--- config.mk ---
export PLATFORM = sky130hd
export DESIGN_NAME = usb_data_buffer_flat
export DESIGN_NICKNAME = d
export VERILOG_FILES = /design/src/rtl/usb_pkg.sv /design/src/rtl/usb_data_buffer_if.sv /design/src/rtl/usb_buffer_mem.sv /design/src/rtl/usb_data_buffer.sv /design/src/flat_wrapper.sv
export SDC_FILE = /design/constraint.sdc
export NUM_CORES = 1
export LEC_CHECK = 0
export CAP_MARGIN = 20
export CORE_ASPECT_RATIO = 0.8
export CORE_MARGIN = 1.5
export CORE_UTILIZATION = 61
export DETAILED_ROUTE_END_ITERATION = 7
export PLACE_DENSITY = 0.77
export SYNTH_ARGS = -nofsm -noshare
export SYNTH_HDL_FRONTEND = slang
export SYNTH_SLANG_ARGS = --single-unit
--- constraint.sdc ---
create_clock -name clk -period 3.3 [get_ports clk]
set_input_delay 0.33 -clock clk [delete_from_list [all_inputs] [get_ports clk]]
set_output_delay 0.33 -clock clk [all_outputs]
set_load 0.1 [all_outputs]
--- src/rtl/usb_pkg.sv ---
// rtl/usb_pkg.sv - shared USB types and buffer sizing constants
package usb_pkg;

   localparam int BUFFER_DEPTH  = 64;
   localparam int BUFFER_ADDR_W = 6;

   typedef logic [7:0] byte_t;

   typedef enum logic [1:0] {
      IDLE = 2'b00,
      DATA = 2'b01,
      ACK  = 2'b10,
      NAK  = 2'b11
   } tx_packet_t;

endpackage

--- src/rtl/usb_data_buffer_if.sv ---
// rtl/usb_data_buffer_if.sv - push/pop strobes, head bytes and status of the shared buffer
interface usb_data_buffer_if
   import usb_pkg::*;
#(
   parameter int CNT_W = 7
) ();

   logic             flush;
   logic             store_tx_data;
   byte_t            tx_data;
   logic             store_rx_packet_data;
   byte_t            rx_packet_data;
   logic             get_tx_packet;
   logic             get_rx_data;
   byte_t            tx_packet_data;
   byte_t            rx_data;
   logic [CNT_W-1:0] buffer_occupancy;
   logic             full;
   logic             empty;
   logic             overflow;
   logic             underflow;

   modport master (
      output flush, store_tx_data, tx_data, store_rx_packet_data, rx_packet_data,
             get_tx_packet, get_rx_data,
      input  tx_packet_data, rx_data, buffer_occupancy, full, empty, overflow, underflow
   );

   modport slave (
      input  flush, store_tx_data, tx_data, store_rx_packet_data, rx_packet_data,
             get_tx_packet, get_rx_data,
      output tx_packet_data, rx_data, buffer_occupancy, full, empty, overflow, underflow
   );

endinterface

--- src/rtl/usb_buffer_mem.sv ---
// rtl/usb_buffer_mem.sv - byte register file, synchronous write, combinational read
module usb_buffer_mem
   import usb_pkg::*;
#(
   parameter int DEPTH  = BUFFER_DEPTH,
   parameter int ADDR_W = BUFFER_ADDR_W
) (
   input  logic              clk,
   input  logic              we,
   input  logic [ADDR_W-1:0] waddr,
   input  byte_t             wdata,
   input  logic [ADDR_W-1:0] raddr,
   output byte_t             rdata
);

   byte_t mem [DEPTH];

   always_ff @(posedge clk) begin
      if (we) begin
         mem[waddr] <= wdata;
      end
   end

   assign rdata = mem[raddr];

endmodule

--- src/rtl/usb_data_buffer.sv ---
// rtl/usb_data_buffer.sv - half-duplex byte FIFO shared by the AHB slave, usb_rx and usb_tx
module usb_data_buffer
   import usb_pkg::*;
#(
   parameter int DEPTH  = BUFFER_DEPTH,
   parameter int ADDR_W = BUFFER_ADDR_W,
   parameter int CNT_W  = ADDR_W + 1
) (
   input  logic          clk,
   input  logic          rst,
   usb_data_buffer_if.slave bus
);

   logic [ADDR_W-1:0] wptr;
   logic [ADDR_W-1:0] rptr;
   logic [CNT_W-1:0]  count;
   logic              overflow_q;
   logic              underflow_q;

   logic  push;
   logic  pop;
   logic  is_empty;
   logic  is_full;
   logic  do_pop;
   logic  do_push;
   logic  mem_we;
   byte_t wdata;
   byte_t head;

   assign push     = bus.store_tx_data | bus.store_rx_packet_data;
   assign pop      = bus.get_tx_packet | bus.get_rx_data;
   assign wdata    = bus.store_rx_packet_data ? bus.rx_packet_data : bus.tx_data;
   assign is_empty = (count == '0);
   assign is_full  = (count == CNT_W'(DEPTH));

   // A pop on a full buffer frees the slot the simultaneous push lands in.
   assign do_pop  = pop & ~is_empty;
   assign do_push = push & (~is_full | do_pop);
   assign mem_we  = do_push & ~rst & ~bus.flush;

   usb_buffer_mem #(
      .DEPTH  (DEPTH),
      .ADDR_W (ADDR_W)
   ) u_mem (
      .clk   (clk),
      .we    (mem_we),
      .waddr (wptr),
      .wdata (wdata),
      .raddr (rptr),
      .rdata (head)
   );

   always_ff @(posedge clk) begin
      if (rst || bus.flush) begin
         wptr        <= '0;
         rptr        <= '0;
         count       <= '0;
         overflow_q  <= 1'b0;
         underflow_q <= 1'b0;
      end else begin
         if (do_push) begin
            wptr <= wptr + 1'b1;
         end
         if (do_pop) begin
            rptr <= rptr + 1'b1;
         end
         if (do_push && !do_pop) begin
            count <= count + 1'b1;
         end else if (do_pop && !do_push) begin
            count <= count - 1'b1;
         end
         // Two writers in one cycle lose the TX byte, which counts as a drop.
         if ((push && !do_push) || (bus.store_tx_data && bus.store_rx_packet_data)) begin
            overflow_q <= 1'b1;
         end
         if (pop && is_empty) begin
            underflow_q <= 1'b1;
         end
      end
   end

   assign bus.tx_packet_data   = is_empty ? 8'h00 : head;
   assign bus.rx_data          = is_empty ? 8'h00 : head;
   assign bus.buffer_occupancy = count;
   assign bus.full             = is_full;
   assign bus.empty            = is_empty;
   assign bus.overflow         = overflow_q;
   assign bus.underflow        = underflow_q;

endmodule

--- src/flat_wrapper.sv ---
// flat-port wrapper written by rule: the top's interface ports become plain ports
module usb_data_buffer_flat import usb_pkg::*;
#(
   parameter int DEPTH  = BUFFER_DEPTH,
   parameter int ADDR_W = BUFFER_ADDR_W,
   parameter int CNT_W  = ADDR_W + 1
)
  (clk, rst, bus_flush, bus_store_tx_data, bus_tx_data, bus_store_rx_packet_data, bus_rx_packet_data, bus_get_tx_packet, bus_get_rx_data, bus_tx_packet_data, bus_rx_data, bus_buffer_occupancy, bus_full, bus_empty, bus_overflow, bus_underflow);
  usb_data_buffer_if #(.CNT_W(CNT_W)) bus_i ();
  input  logic clk;
  input  logic rst;
  input wire logic [$bits(bus_i.flush)-1:0] bus_flush;
  input wire logic [$bits(bus_i.store_tx_data)-1:0] bus_store_tx_data;
  input wire logic [$bits(bus_i.tx_data)-1:0] bus_tx_data;
  input wire logic [$bits(bus_i.store_rx_packet_data)-1:0] bus_store_rx_packet_data;
  input wire logic [$bits(bus_i.rx_packet_data)-1:0] bus_rx_packet_data;
  input wire logic [$bits(bus_i.get_tx_packet)-1:0] bus_get_tx_packet;
  input wire logic [$bits(bus_i.get_rx_data)-1:0] bus_get_rx_data;
  output wire logic [$bits(bus_i.tx_packet_data)-1:0] bus_tx_packet_data;
  output wire logic [$bits(bus_i.rx_data)-1:0] bus_rx_data;
  output wire logic [$bits(bus_i.buffer_occupancy)-1:0] bus_buffer_occupancy;
  output wire logic [$bits(bus_i.full)-1:0] bus_full;
  output wire logic [$bits(bus_i.empty)-1:0] bus_empty;
  output wire logic [$bits(bus_i.overflow)-1:0] bus_overflow;
  output wire logic [$bits(bus_i.underflow)-1:0] bus_underflow;
  assign bus_i.flush = bus_flush;
  assign bus_i.store_tx_data = bus_store_tx_data;
  assign bus_i.tx_data = bus_tx_data;
  assign bus_i.store_rx_packet_data = bus_store_rx_packet_data;
  assign bus_i.rx_packet_data = bus_rx_packet_data;
  assign bus_i.get_tx_packet = bus_get_tx_packet;
  assign bus_i.get_rx_data = bus_get_rx_data;
  assign bus_tx_packet_data = bus_i.tx_packet_data;
  assign bus_rx_data = bus_i.rx_data;
  assign bus_buffer_occupancy = bus_i.buffer_occupancy;
  assign bus_full = bus_i.full;
  assign bus_empty = bus_i.empty;
  assign bus_overflow = bus_i.overflow;
  assign bus_underflow = bus_i.underflow;
  usb_data_buffer #(.DEPTH(DEPTH), .ADDR_W(ADDR_W), .CNT_W(CNT_W)) u_core (.clk(clk), .rst(rst), .bus(bus_i));
endmodule
==> impl_results.md, run 1 <==
* Clock transition at path regs at 0.06 ns
* Cell with the biggest individual delay on the critical path: mux4_2
* Routed via count divided by cell count at 6.64
* Simple-gate share of the synthesized area at 0.0407
* Multiplexer fraction of the synthesized cell area at 0.145
* Fmax achieved at 0.302 GHz
* Horizontal extent of the die at 212 um
* Endpoint of the most critical register-to-register path: u_core.bus.buffer_occupancy[5]
* Setup TNS at -0.0262 ns
* Setup ws final at -0.0134 ns
* Most frequent cells in the layout: edfxtp_1 (512), buf_4 (130), mux4_2 (129)
* Slowest stage delay, CP at 0.52 ns
* Total Die Area at 36000 um^2
* CTS tree: built
* Worst hold slack at 0.497 ns
* Total clock sinks at 539
* Chip height at 170 um
* Starting Density at 0.626
* Sum of overflow across all layers after global routing at 0
* Global-route wire length before repair at 76800 um
* Flops & latches, synth at 539
* Data arrival time of the worst path at 2.98 ns
* Slew headroom at 0.336
* Number of global-route vias before repair at 11600
* Share of synthesized area occupied by flip-flops and latches at 0.748
* CP top delay family: compound AO/OA/AOI/OAI gates
* Post-layout min period at 3.31 ns
* CTS Root Buffer Type: clkbuf_16
* Result of the run: finished, violations left
* Top post-synthesis cells by area: edfxtp_1 (72%), mux4_2 (14%), dfxtp_1 (2.5%)
* Actual transition at the worst max-transition pin at 0.992 ns
* Final cycle utilization of the critical path at 1.00
* Area share of the largest cell type after synthesis at 0.723
* Element type at the critical path start: flop
* Drt drc at 0
* PD cells at 795 nW/um^2
* Maximum fanout count along the critical path at 6
* Synthesized-area fraction occupied by adder cells at 0.00670
* Worst vdd rail ir drop at 0.589 mV
* GR Layer Usage met2 at 0.458
* Post-route ant nets at 0
* Max-cap violations at 0
* Total iterations of the first detailed-routing run at 5
* Skew-Pair Late Insertion Delay at 0.57 ns
* Number of placed instances, taps included at 1648
* Dominant combinational cell family by area after synthesis: multiplexers
* Class of the worst hold path: reg -> reg
* Cells along the critical path: buf_12 -> buf_12 -> buf_12 -> mux4_2 -> a22oi_2 -> nand2_1 -> a22oi_2 -> o21ai_4 -> buf_12
* Synthesized instance count at 1069
* Total number of placement rows at 60
* Synthesized cell area at 21300 um^2
* Number of nets in the finished design at 1291
* Via total after detailed routing at 11700
* Yosys warning total at 0
* Number of flops mapped to enable cells by yosys at 512
* Largest net degree at the start of global routing at 65
* Global routing's busiest layer: met2
* Number of antenna violations at the first check in global routing at 0
* Routed wirelength normalized by instance count at 30.2 um
* Syn avg cell area at 19.9 um^2
* Antenna cell count at 0
* Number of nets in the synthesized netlist at 1102
* Sum of buffers and inverters on the critical path at 4
* Final RePlAce weighted congestion at 0.920
* Synthesized-area fraction occupied by ao, oa, aoi and oai cells at 0.0350
* Proportion of synthesized flip-flops having asynchronous set or reset at 0
* Max-slew violation count at 0
* Most common library cell in the layout ignoring fill and taps: edfxtp_1
* Most used cell along the critical path: buf_12
* Estimated wirelength of the detail-placed design at 32600 um
* CP Class: reg -> out
* Hold Path Depth at 2
* Number of top-level pins at 50
* Area growth from synthesis to final layout at 19.3%
* Critical path capture point type: output port
* Number of distinct library cells after synthesis at 59
* Setup Viol. Count Final at 2
* Fin util at 0.747
* Post-route insts no fill at 1764
* Fraction of layout cells with a size suffix above 1 at 0.333
* Critical hold path startpoint: u_core.bus.underflow
* GRT met1 Usage at 0.442
* Initial DRC count at 1625
* RR Startpoint: u_core.bus.buffer_occupancy[1]
* Final hold violation count at 0
* Floorplan Core Area at 34000 um^2
* Setup slack of the most critical reg-to-reg path at 0.43 ns
* Violations in the final reports: setup timing
* Cts-stage hold buffer count at 0
* GRT Util Overall at 0.302
* Met3 routing resource usage after global routing at 0.0694
* Buffers on Ports at 49
* Data required time at the worst endpoint at 2.97 ns
* Dominant register cell in the synthesized netlist: edfxtp_1
* Setup repair after global routing missed its margin: true
* Share of the synthesized netlist area taken by xor and xnor gates at 0.00494
* Hold worst-path end: u_core.bus.underflow
* Clock Path Buffers at 3
* Cell taking the most area after synthesis: edfxtp_1
* Setup Skew at 0.0123 ns
* Layout filler cell count at 1828
* Total Wirelength at 53200 um
* Cells on worst reg2reg path at 11
* Leakage at 8.11 nW
* Maximum level of the CTS H-tree at 2
* TritonCTS buffer count at 50
[Yosys cell counts, types with 3 or more instances]
| cell | count |
|---|---|
| a211oi_1 | 7 |
| a21oi_1 | 12 |
| a22oi_1 | 29 |
| a31oi_1 | 4 |
| and2_1 | 3 |
| and3_1 | 5 |
| buf_1 | 6 |
| buf_2 | 15 |
| buf_4 | 13 |
| buf_6 | 10 |
| clkbuf_1 | 19 |
| dfxtp_1 | 27 |
| edfxtp_1 | 512 |
| ha_1 | 9 |
| inv_1 | 9 |
| mux2_2 | 9 |
| mux2i_1 | 7 |
| mux4_2 | 129 |
| nand2_1 | 27 |
| nand2b_1 | 4 |
| nand3_1 | 8 |
| nand3b_1 | 7 |
| nand4_1 | 4 |
| nor2_1 | 96 |
| nor2b_1 | 7 |
| nor3_1 | 5 |
| o21a_1 | 3 |
| o21ai_0 | 5 |
| o21ai_1 | 6 |
| o221ai_1 | 5 |
| o22a_1 | 4 |
| o22ai_1 | 17 |
| or2_2 | 3 |
| or3b_2 | 3 |
| xnor2_1 | 3 |
| xor2_1 | 9 |
[state kept, by name, indices dropped and copies added, names as in the netlist, named ones only]
signal	cells
u_core.bus.buffer_occupancy	7
u_core.wptr	6
u_core.u_mem.mem	512
u_core.bus.underflow	1
u_core.bus.overflow	1
u_core.rptr	6
[layer usage]
metal  share of wire  wire length, um  up-vias
met5               0                0        -
met4           0.032             1710        0
met3            0.11             5730      135
met2            0.46            24600      780
met1            0.40            21100     6031
li1                -                -     4767
[cell type report]
type                    count  area, um^2  share of cell area
well taps                 465         582              0.0229
flip-flops and latches    539       15900               0.627
inverters                   9        33.8             0.00133
clock buffers              66        1340              0.0529
clock inverters            27         255              0.0101
repair buffers            201        2080              0.0821
multi-input cells         457        5160               0.203
[cell families after synthesis]
group,count (synthesis)
AO/OA/AOI/OAI,106
XOR/XNOR,12
adder cells (fa/ha/maj),11
buffers and inverters,73
flip-flops,539
multiplexers,145
AND/OR/NAND/NOR,183
[worst max-delay path by stage]
stage	startpoint	endpoint	slack [ns]	depth (start not counted)
floorplan	u_core.bus.buffer_occupancy[6]	bus_tx_packet_data[3]	-0.45	5
global placement	flop	bus_tx_packet_data[3]	0.31	8
detailed placement	flop	bus_tx_packet_data[3]	0.30	8
CTS	flop	bus_tx_packet_data[5]	0.003	8
global route	flop	bus_rx_data[6]	-0.04	9
finish	flop	bus_rx_data[6]	-0.01	9
[what timing repair did]
action                     in CTS  in global routing
pin swaps                       5                 12
setup buffers                   5                 14
setup endpoints to repair      16                 16
gates cloned                    2                  2
resized for setup              24                 32
[worst reg2reg max path, delay by kind of cell, from the launching register on]
family,cells,cell delay [ns]
fa+ha+maj,2,0.57
buf+inv,2,0.24
simple gates,3,0.56
flops,1,0.39
compound gates,4,1.05
[where the power goes]
part | internal [mW] | switching [mW] | leakage [nW]
combinational | 2.69 | 4.08 | 2.51
sequential | 7.61 | 0.120 | 4.82
clock | 3.25 | 2.44 | 0.778
total | 13.6 | 6.64 | 8.11
[through the flow]
stage	area [um^2]	total power, mW	worst slack (ns)
global route	25400	20.8	-0.0414
finish	25400	20.2	-0.0134
floorplan	21300	12.2	-0.450
global placement	23200	13.9	0.310
CTS	25000	19.9	0.00324
detailed placement	23200	14.0	0.298
Note: power is estimated with default switching activity, not from simulation.
==> run 2: changes to the inputs <==
--- a/config.mk
+++ b/config.mk
@@ -9,8 +9,10 @@
 export CORE_ASPECT_RATIO = 0.8
 export CORE_MARGIN = 1.5
 export CORE_UTILIZATION = 61
+export CTS_CLUSTER_SIZE = 8
 export DETAILED_ROUTE_END_ITERATION = 7
 export PLACE_DENSITY = 0.77
+export REMOVE_ABC_BUFFERS = 1
 export SYNTH_ARGS = -nofsm -noshare
 export SYNTH_HDL_FRONTEND = slang
 export SYNTH_SLANG_ARGS = --single-unit
==> run 2 against run 1 <==
  * The flow still finishes with violations (setup timing)
  * Clock power increased by 22%
  * Critical path depth unchanged
  * Sequential share of layout area decreased by 0.91 points
  * Flip-flop and latch count unchanged
  * Routed wire length decreased by 0.55%
  * Register-to-register slack about the same
  * Final area increased by 1.5%
  * Global-route usage decreased by 0.052 points
  * Combinational power decreased by 0.7%
  * Clock skew increased by 0.0054 ns
  * Critical path type unchanged
  * Largest cell class unchanged
==> impl_results.md, run 2 (synthesis gave the netlist of run 1 again) <==
* Result of the run: finished, violations left
* Violations in the final reports: setup timing
* Drt drc at 0 (unchanged)
* Post-layout min period at 3.31 ns (-0.00493 ns)
* Maximum level of the CTS H-tree at 3 (+1)
* Initial DRC count at 1564 (-3.8%)
* CTS tree: built
* Horizontal extent of the die at 212 um (unchanged)
* Routed wirelength normalized by instance count at 30.0 um (-0.44%)
* Total Wirelength at 52900 um (-0.55%)
* Area growth from synthesis to final layout at 21.1%
* Overall power at 21.4 mW (+5.8%)
* PD cells at 829 nW/um^2 (+4.3%)
* Sequential fraction of design power at 0.361 (-0.022)
* RR Startpoint: u_core.bus.buffer_occupancy[0]
* Number of placed instances, taps included at 1640 (-0.49%)
* Max-cap violations at 0 (unchanged)
* Clock transition at path regs at 0.05 ns (about the same)
* Number of flip-flops in the largest register at 512 (unchanged)
* Register name with the most flops: u_core.u_mem.mem
* Max-slew violation count at 0 (unchanged)
* Number of global-route vias before repair at 11600 (+0.077%)
* Fmax achieved at 0.302 GHz (+0.15%)
* Sum of overflow across all layers after global routing at 0 (unchanged)
* CP top delay family: compound AO/OA/AOI/OAI gates
* Number of nets in the finished design at 1313 (+1.7%)
* Total clock sinks at 539 (unchanged)
* Post-DP Area at 23200 um^2 (-0.28%)
* P_sw at 6.74 mW (+1.5%)
* Endpoint of the most critical register-to-register path: u_core.bus.buffer_occupancy[6]
* Final RePlAce weighted congestion at 0.907 (-1.5%)
* Antenna cell count at 0 (unchanged)
* Layout filler cell count at 1782 (-2.5%)
* Buffers on Ports at 49 (unchanged)
* CP Class: reg -> out
* Slew headroom at 0.349 (+0.0125)
* Largest net degree at the start of global routing at 65 (unchanged)
* Number of antenna violations at the first check in global routing at 0 (unchanged)
* Data required time at the worst endpoint at 2.97 ns (about the same)
* Via total after detailed routing at 11700 (-0.23%)
* Global-route wire length before repair at 76500 um (-0.44%)
* Skew-Pair Late Insertion Delay at 0.58 ns (about the same)
* Maximum fanout count along the critical path at 4 (-2)
* Sum of buffers and inverters on the critical path at 4 (unchanged)
* Most frequent cells in the layout: edfxtp_1 (512), mux4_2 (129), buf_4 (127)
* Total iterations of the first detailed-routing run at 5 (unchanged)
* Floorplan Core Area at 34000 um^2 (unchanged)
* Hold Path Depth at 2 (unchanged)
* CTS Root Buffer Type: clkbuf_16
* Part of the power in the clock network at 0.324 (+0.042)
* Post-route ant nets at 0 (unchanged)
* Setup Skew at 0.0177 ns (+0.00541 ns)
* Final hold violation count at 0 (unchanged)
* Clock Path Buffers at 3 (unchanged)
* Internal power at 14.6 mW (+7.9%)
* Leakage at 8.31 nW (+2.5%)
* Hold worst-path end: u_core.bus.underflow
* TritonCTS buffer count at 77 (+54%)
* Most common library cell in the layout ignoring fill and taps: edfxtp_1
* Total number of placement rows at 60 (unchanged)
* Net Sw Frac at 0.315 (-0.0134)
* Class of the worst hold path: reg -> reg
* Post-route insts no fill at 1762 (-0.11%)
* Critical hold path startpoint: u_core.bus.underflow
* Cts-stage hold buffer count at 0 (unchanged)
* GRT Util Overall at 0.301 (-0.000522)
* Cells on worst reg2reg path at 11 (unchanged)
* Slowest stage delay, CP at 0.53 ns (about the same)
* Data arrival time of the worst path at 2.98 ns (about the same)
* Setup ws final at -0.00851 ns (+0.00493 ns)
* Fin util at 0.757 (+0.0109)
* Element type at the critical path start: flop
* Routed via count divided by cell count at 6.63 (-0.12%)
* Critical path capture point type: output port
* Number of top-level pins at 50 (unchanged)
* Setup Viol. Count Final at 4 (+2)
* Design Area, Final at 25800 um^2 (+1.5%)
* Cell with the biggest individual delay on the critical path: mux4_2
* Most used cell along the critical path: buf_4
* Estimated wirelength of the detail-placed design at 31200 um (-4.5%)
* Setup slack of the most critical reg-to-reg path at 0.42 ns (about the same)
* Total Die Area at 36000 um^2 (unchanged)
* Final cycle utilization of the critical path at 1.00 (-0.00149)
* Combinational cell fraction of total power at 0.314 (-0.021)
* Starting Density at 0.626 (unchanged)
* Chip height at 170 um (unchanged)
* Actual transition at the worst max-transition pin at 0.973 ns (-0.0187 ns)
* Fraction of layout cells with a size suffix above 1 at 0.333 (+0.000513)
* Worst hold slack at 0.480 ns (-0.0171 ns)
* Cells along the critical path: buf_8 -> buf_4 -> buf_4 -> mux4_2 -> a22oi_2 -> a21oi_1 -> a31oi_2 -> o21ai_4 -> buf_12
* Worst vdd rail ir drop at 0.760 mV (+29%)
==> run 2: timing repair <==
item / CTS / global route
pin swaps: 2 / 7
cloned: 0 / 3
setup buffers: 11 / 12
endpoints found under the setup margin: 16 / 16
gates resized for setup: 26 / 27
==> run 2: cell type report <==
| type | count | area [um^2] | share of cell area |
|---|---|---|---|
| repair buffers | 196 | 2000 | 0.0777 |
| well taps | 465 | 582 | 0.0226 |
| inverters | 9 | 33.8 | 0.00131 |
| clock inverters | 1 | 7.51 | 0.000291 |
| flip-flops and latches | 539 | 15900 | 0.618 |
| clock buffers | 95 | 2080 | 0.0807 |
| multi-input cells | 457 | 5130 | 0.199 |
==> run 2: how the worst max path moves through the flow <==
stage,start,to,slack [ns],depth (start not counted)
finish,flop,bus_rx_data[5],-0.009,9
global placement,flop,bus_tx_packet_data[7],0.25,9
CTS,flop,bus_tx_packet_data[7],-0.01,7
detailed placement,flop,bus_rx_data[4],0.24,8
floorplan,flop,bus_rx_data[4],-6.72,5
global route,flop,bus_tx_packet_data[5],-0.04,9
==> run 2: worst reg2reg max path, stage by stage (launching register included) <==
cell and delay [ns]:
dfxtp_1 0.37, nor4_4 0.46, a31oi_1 0.21, inv_1 0.09, ha_1 0.25, inv_1 0.16, ha_1 0.31, nor2b_1 0.13
o21a_1 0.21, o21a_1 0.20, o211ai_1 0.23, mux2i_1 0.20
==> run 2: through the flow <==
stage	TNS, ns	setup WS (ns)
6_report	-0.0186	-0.00851
5_1_grt	-0.184	-0.0376
4_1_cts	-0.0280	-0.0150
3_5_place_dp	0	0.240
3_3_place_gp	0	0.251
2_1_floorplan	-82.61	-6.72
==> run 2: power by group through the flow <==
| stage | registers (mW) | logic, mW | clock network [mW] |
|---|---|---|---|
| 2_1_floorplan | 8.38 | 3.44 | 0 |
| 3_3_place_gp | 7.89 | 6.00 | 0 |
| 3_5_place_dp | 7.89 | 6.09 | 0 |
| 4_1_cts | 7.73 | 6.36 | 6.98 |
| 5_1_grt | 7.71 | 6.99 | 7.27 |
| 6_report | 7.71 | 6.72 | 6.93 |
==> run 2: routing by layer <==
metal,part of all wire,up-vias,track usage
met3,0.11,146,0.0696
met2,0.48,755,0.462
li1,-,4790,-
met5,0,-,0
met4,0.031,0,0.103
met1,0.38,5995,0.435
==> run 3: changes to the inputs <==
--- a/config.mk
+++ b/config.mk
@@ -11,6 +11,7 @@
 export CORE_UTILIZATION = 61
 export CTS_CLUSTER_SIZE = 8
 export DETAILED_ROUTE_END_ITERATION = 7
+export GPL_TIMING_DRIVEN = 0
 export PLACE_DENSITY = 0.77
 export REMOVE_ABC_BUFFERS = 1
 export SYNTH_ARGS = -nofsm -noshare
==> run 3 against run 2 <==
  * Fmax fell by 3.7%
  * The flow still finishes with violations (setup timing)
  * Combinational power decreased by 3.4%
  * Worst setup slack got worse by 0.13 ns
==> impl_results.md, run 3 (synthesis gave the netlist of run 1 again) <==
* Setup repair after global routing missed its margin: true
* Number of global-route vias before repair at 11400 (-2.2%)
* CTS Root Buffer Type: clkbuf_16
* Setup Skew at 0.0201 ns (+0.00237 ns)
* Total Wirelength at 52500 um (-0.81%)
* Violations in the final reports: setup timing
* Cells on worst reg2reg path at 5 (-6)
* Chip height at 170 um (unchanged)
* Actual transition at the worst max-transition pin at 0.974 ns (+0.000659 ns)
* Clock Path Buffers at 3 (unchanged)
* Buffers on Ports at 49 (unchanged)
* Total iterations of the first detailed-routing run at 5 (unchanged)
* Number of nets in the finished design at 1218 (-7.2%)
* Cell with the biggest individual delay on the critical path: nor2_1
* Initial DRC count at 1560 (-0.26%)
* Number of flip-flops in the largest register at 512 (unchanged)
* Sum of overflow across all layers after global routing at 0 (unchanged)
* Largest net degree at the start of global routing at 65 (unchanged)
* Area growth from synthesis to final layout at 19.0%
* Hold Path Depth at 1 (-1)
* Final cycle utilization of the critical path at 1.04 (+0.0389)
* Critical path depth at 6 (-3)
* Total clock sinks at 539 (unchanged)
* Sum of buffers and inverters on the critical path at 1 (-3)
* Most frequent cells in the layout: edfxtp_1 (512), mux4_2 (129), clkbuf_16 (81)
* Final RePlAce weighted congestion at 0.836 (-7.8%)
* Slowest stage delay, CP at 0.95 ns (+0.42 ns)
* Design Area, Final at 25300 um^2 (-1.7%)
* Setup slack of the most critical reg-to-reg path at -0.04 ns (-0.46 ns)
* Estimated wirelength of the detail-placed design at 28400 um (-9.0%)
* Routed via count divided by cell count at 6.77 (+2.1%)
* Post-layout min period at 3.44 ns (+0.129 ns)
* Maximum fanout count along the critical path at 10 (+6)
* Class of the worst hold path: reg -> reg
* Number of top-level pins at 50 (unchanged)
* Most used cell along the critical path: nor2_1
* Total number of placement rows at 60 (unchanged)
* Post-route ant nets at 0 (unchanged)
* Element type at the critical path start: primary input
* Post-DP Area at 22300 um^2 (-3.9%)
* Worst vdd rail ir drop at 0.900 mV (+19%)
* Fin util at 0.745 (-0.0128)
* GRT Util Overall at 0.298 (-0.00345)
* Data arrival time of the worst path at 3.64 ns (+0.66 ns)
* Setup ws final at -0.137 ns (-0.129 ns)
* Starting Density at 0.626 (unchanged)
* Floorplan Core Area at 34000 um^2 (unchanged)
* Drt drc at 0 (unchanged)
* CTS tree: built
* PD cells at 837 nW/um^2 (+0.99%)
* TritonCTS buffer count at 77 (unchanged)
* Global-route wire length before repair at 74900 um (-2.1%)
* CP Class: in -> reg
* Number of antenna violations at the first check in global routing at 0 (unchanged)
* Routed wirelength normalized by instance count at 31.3 um (+4.2%)
* Cells along the critical path: clkdlybuf4s50_1 -> nor2_1 -> a41oi_4 -> and2_0 -> nand4b_1 -> nor2_1
* Leakage at 7.86 nW (-5.4%)
* Setup Viol. Count Final at 50 (+46)
* Data required time at the worst endpoint at 3.50 ns (+0.53 ns)
* CP top delay family: simple AND/OR/NAND/NOR gates
* Register name with the most flops: u_core.u_mem.mem
* Fmax achieved at 0.291 GHz (-3.7%)
* Max-cap violations at 0 (unchanged)
* Via total after detailed routing at 11400 (-2.8%)
* Most common library cell in the layout ignoring fill and taps: edfxtp_1
* Horizontal extent of the die at 212 um (unchanged)
* Slew headroom at 0.349 (-0.000441)
* Result of the run: finished, violations left
* Critical path capture point type: flop
* Total Die Area at 36000 um^2 (unchanged)
* Fraction of layout cells with a size suffix above 1 at 0.307 (-0.0259)
* Final hold violation count at 0 (unchanged)
* Clock transition at path regs at 0.05 ns (about the same)
* Overall power at 21.2 mW (-0.72%)
* Maximum level of the CTS H-tree at 3 (unchanged)
* Max-slew violation count at 0 (unchanged)
* Skew-Pair Late Insertion Delay at 0.58 ns (about the same)
[run 3: changes by cell type in the layout (fill, tap and decap cells not counted), moves of 3 or more]
cell and change:
buf_6 +6, inv_6 +5, nor2_1 -26, clkbuf_16 -3, nor2_2 +23, nor2_4 +3
buf_16 +8, clkbuf_1 +6, a22oi_2 +8, buf_12 -6, buf_4 -107, a22oi_1 -8
[run 3: stage by stage]
step                hold WS, ns  std cells  setup TNS [ns]  worst slack (ns)
finish                    0.473       1677           -5.21            -0.137
global route              0.488       1676           -8.42            -0.162
CTS                       0.475       1659           -2.67            -0.123
detailed placement        0.463       1533         -239.79             -1.18
global placement          0.447       1519         -316.58             -6.96
floorplan                 0.485       1005          -82.61             -6.72
[run 3: timing repair]
| item | in CTS | in global routing |
|---|---|---|
| buffers inserted | 16 | 15 |
| gates resized for setup | 145 | 73 |
| hold buffers | 0 | 0 |
| pin swaps | 1 | 11 |
| setup endpoints to repair | 78 | 354 |
| cloned | 5 | 2 |
| hold endpoints to repair | 0 | 0 |
[run 3: final timing paths]
kind | end | startpoint
setup reg to reg | u_core.u_mem.mem[45][5] | u_core.bus.buffer_occupancy[1]
hold / removal | u_core.bus.overflow | u_core.bus.overflow
hold reg to reg | u_core.bus.overflow | u_core.bus.overflow
setup / recovery | u_core.u_mem.mem[45][5] | bus_store_rx_packet_data
[run 3: where the power goes]
group          total, mW  internal, mW  switching [mW]
Combinational       6.49          2.43            4.06
Clock               6.99          4.29            2.70
Sequential          7.72          7.62           0.102
Total               21.2          14.3            6.87
[run 3: cell type report]
type	instances	area [um^2]
Multi-Input combinational cell	457	5250
Sequential cell	539	15900
Tap cell	465	582
Timing Repair Buffer	101	1430
Antenna cell	1	2.50
Fill cell	1867	8680
Inverter	9	33.8
Clock buffer	99	2050
Clock inverter	6	51.3
[run 3: routing by layer]
metal | vias to the layer above | track usage | share of wire | wire (um)
met3 | 148 | 0.0718 | 0.10 | 5410
met5 | - | 0 | 0 | 0
li1 | 4616 | - | - | -
met4 | 0 | 0.111 | 0.041 | 2130
met1 | 5876 | 0.423 | 0.39 | 20200
met2 | 718 | 0.457 | 0.47 | 24700
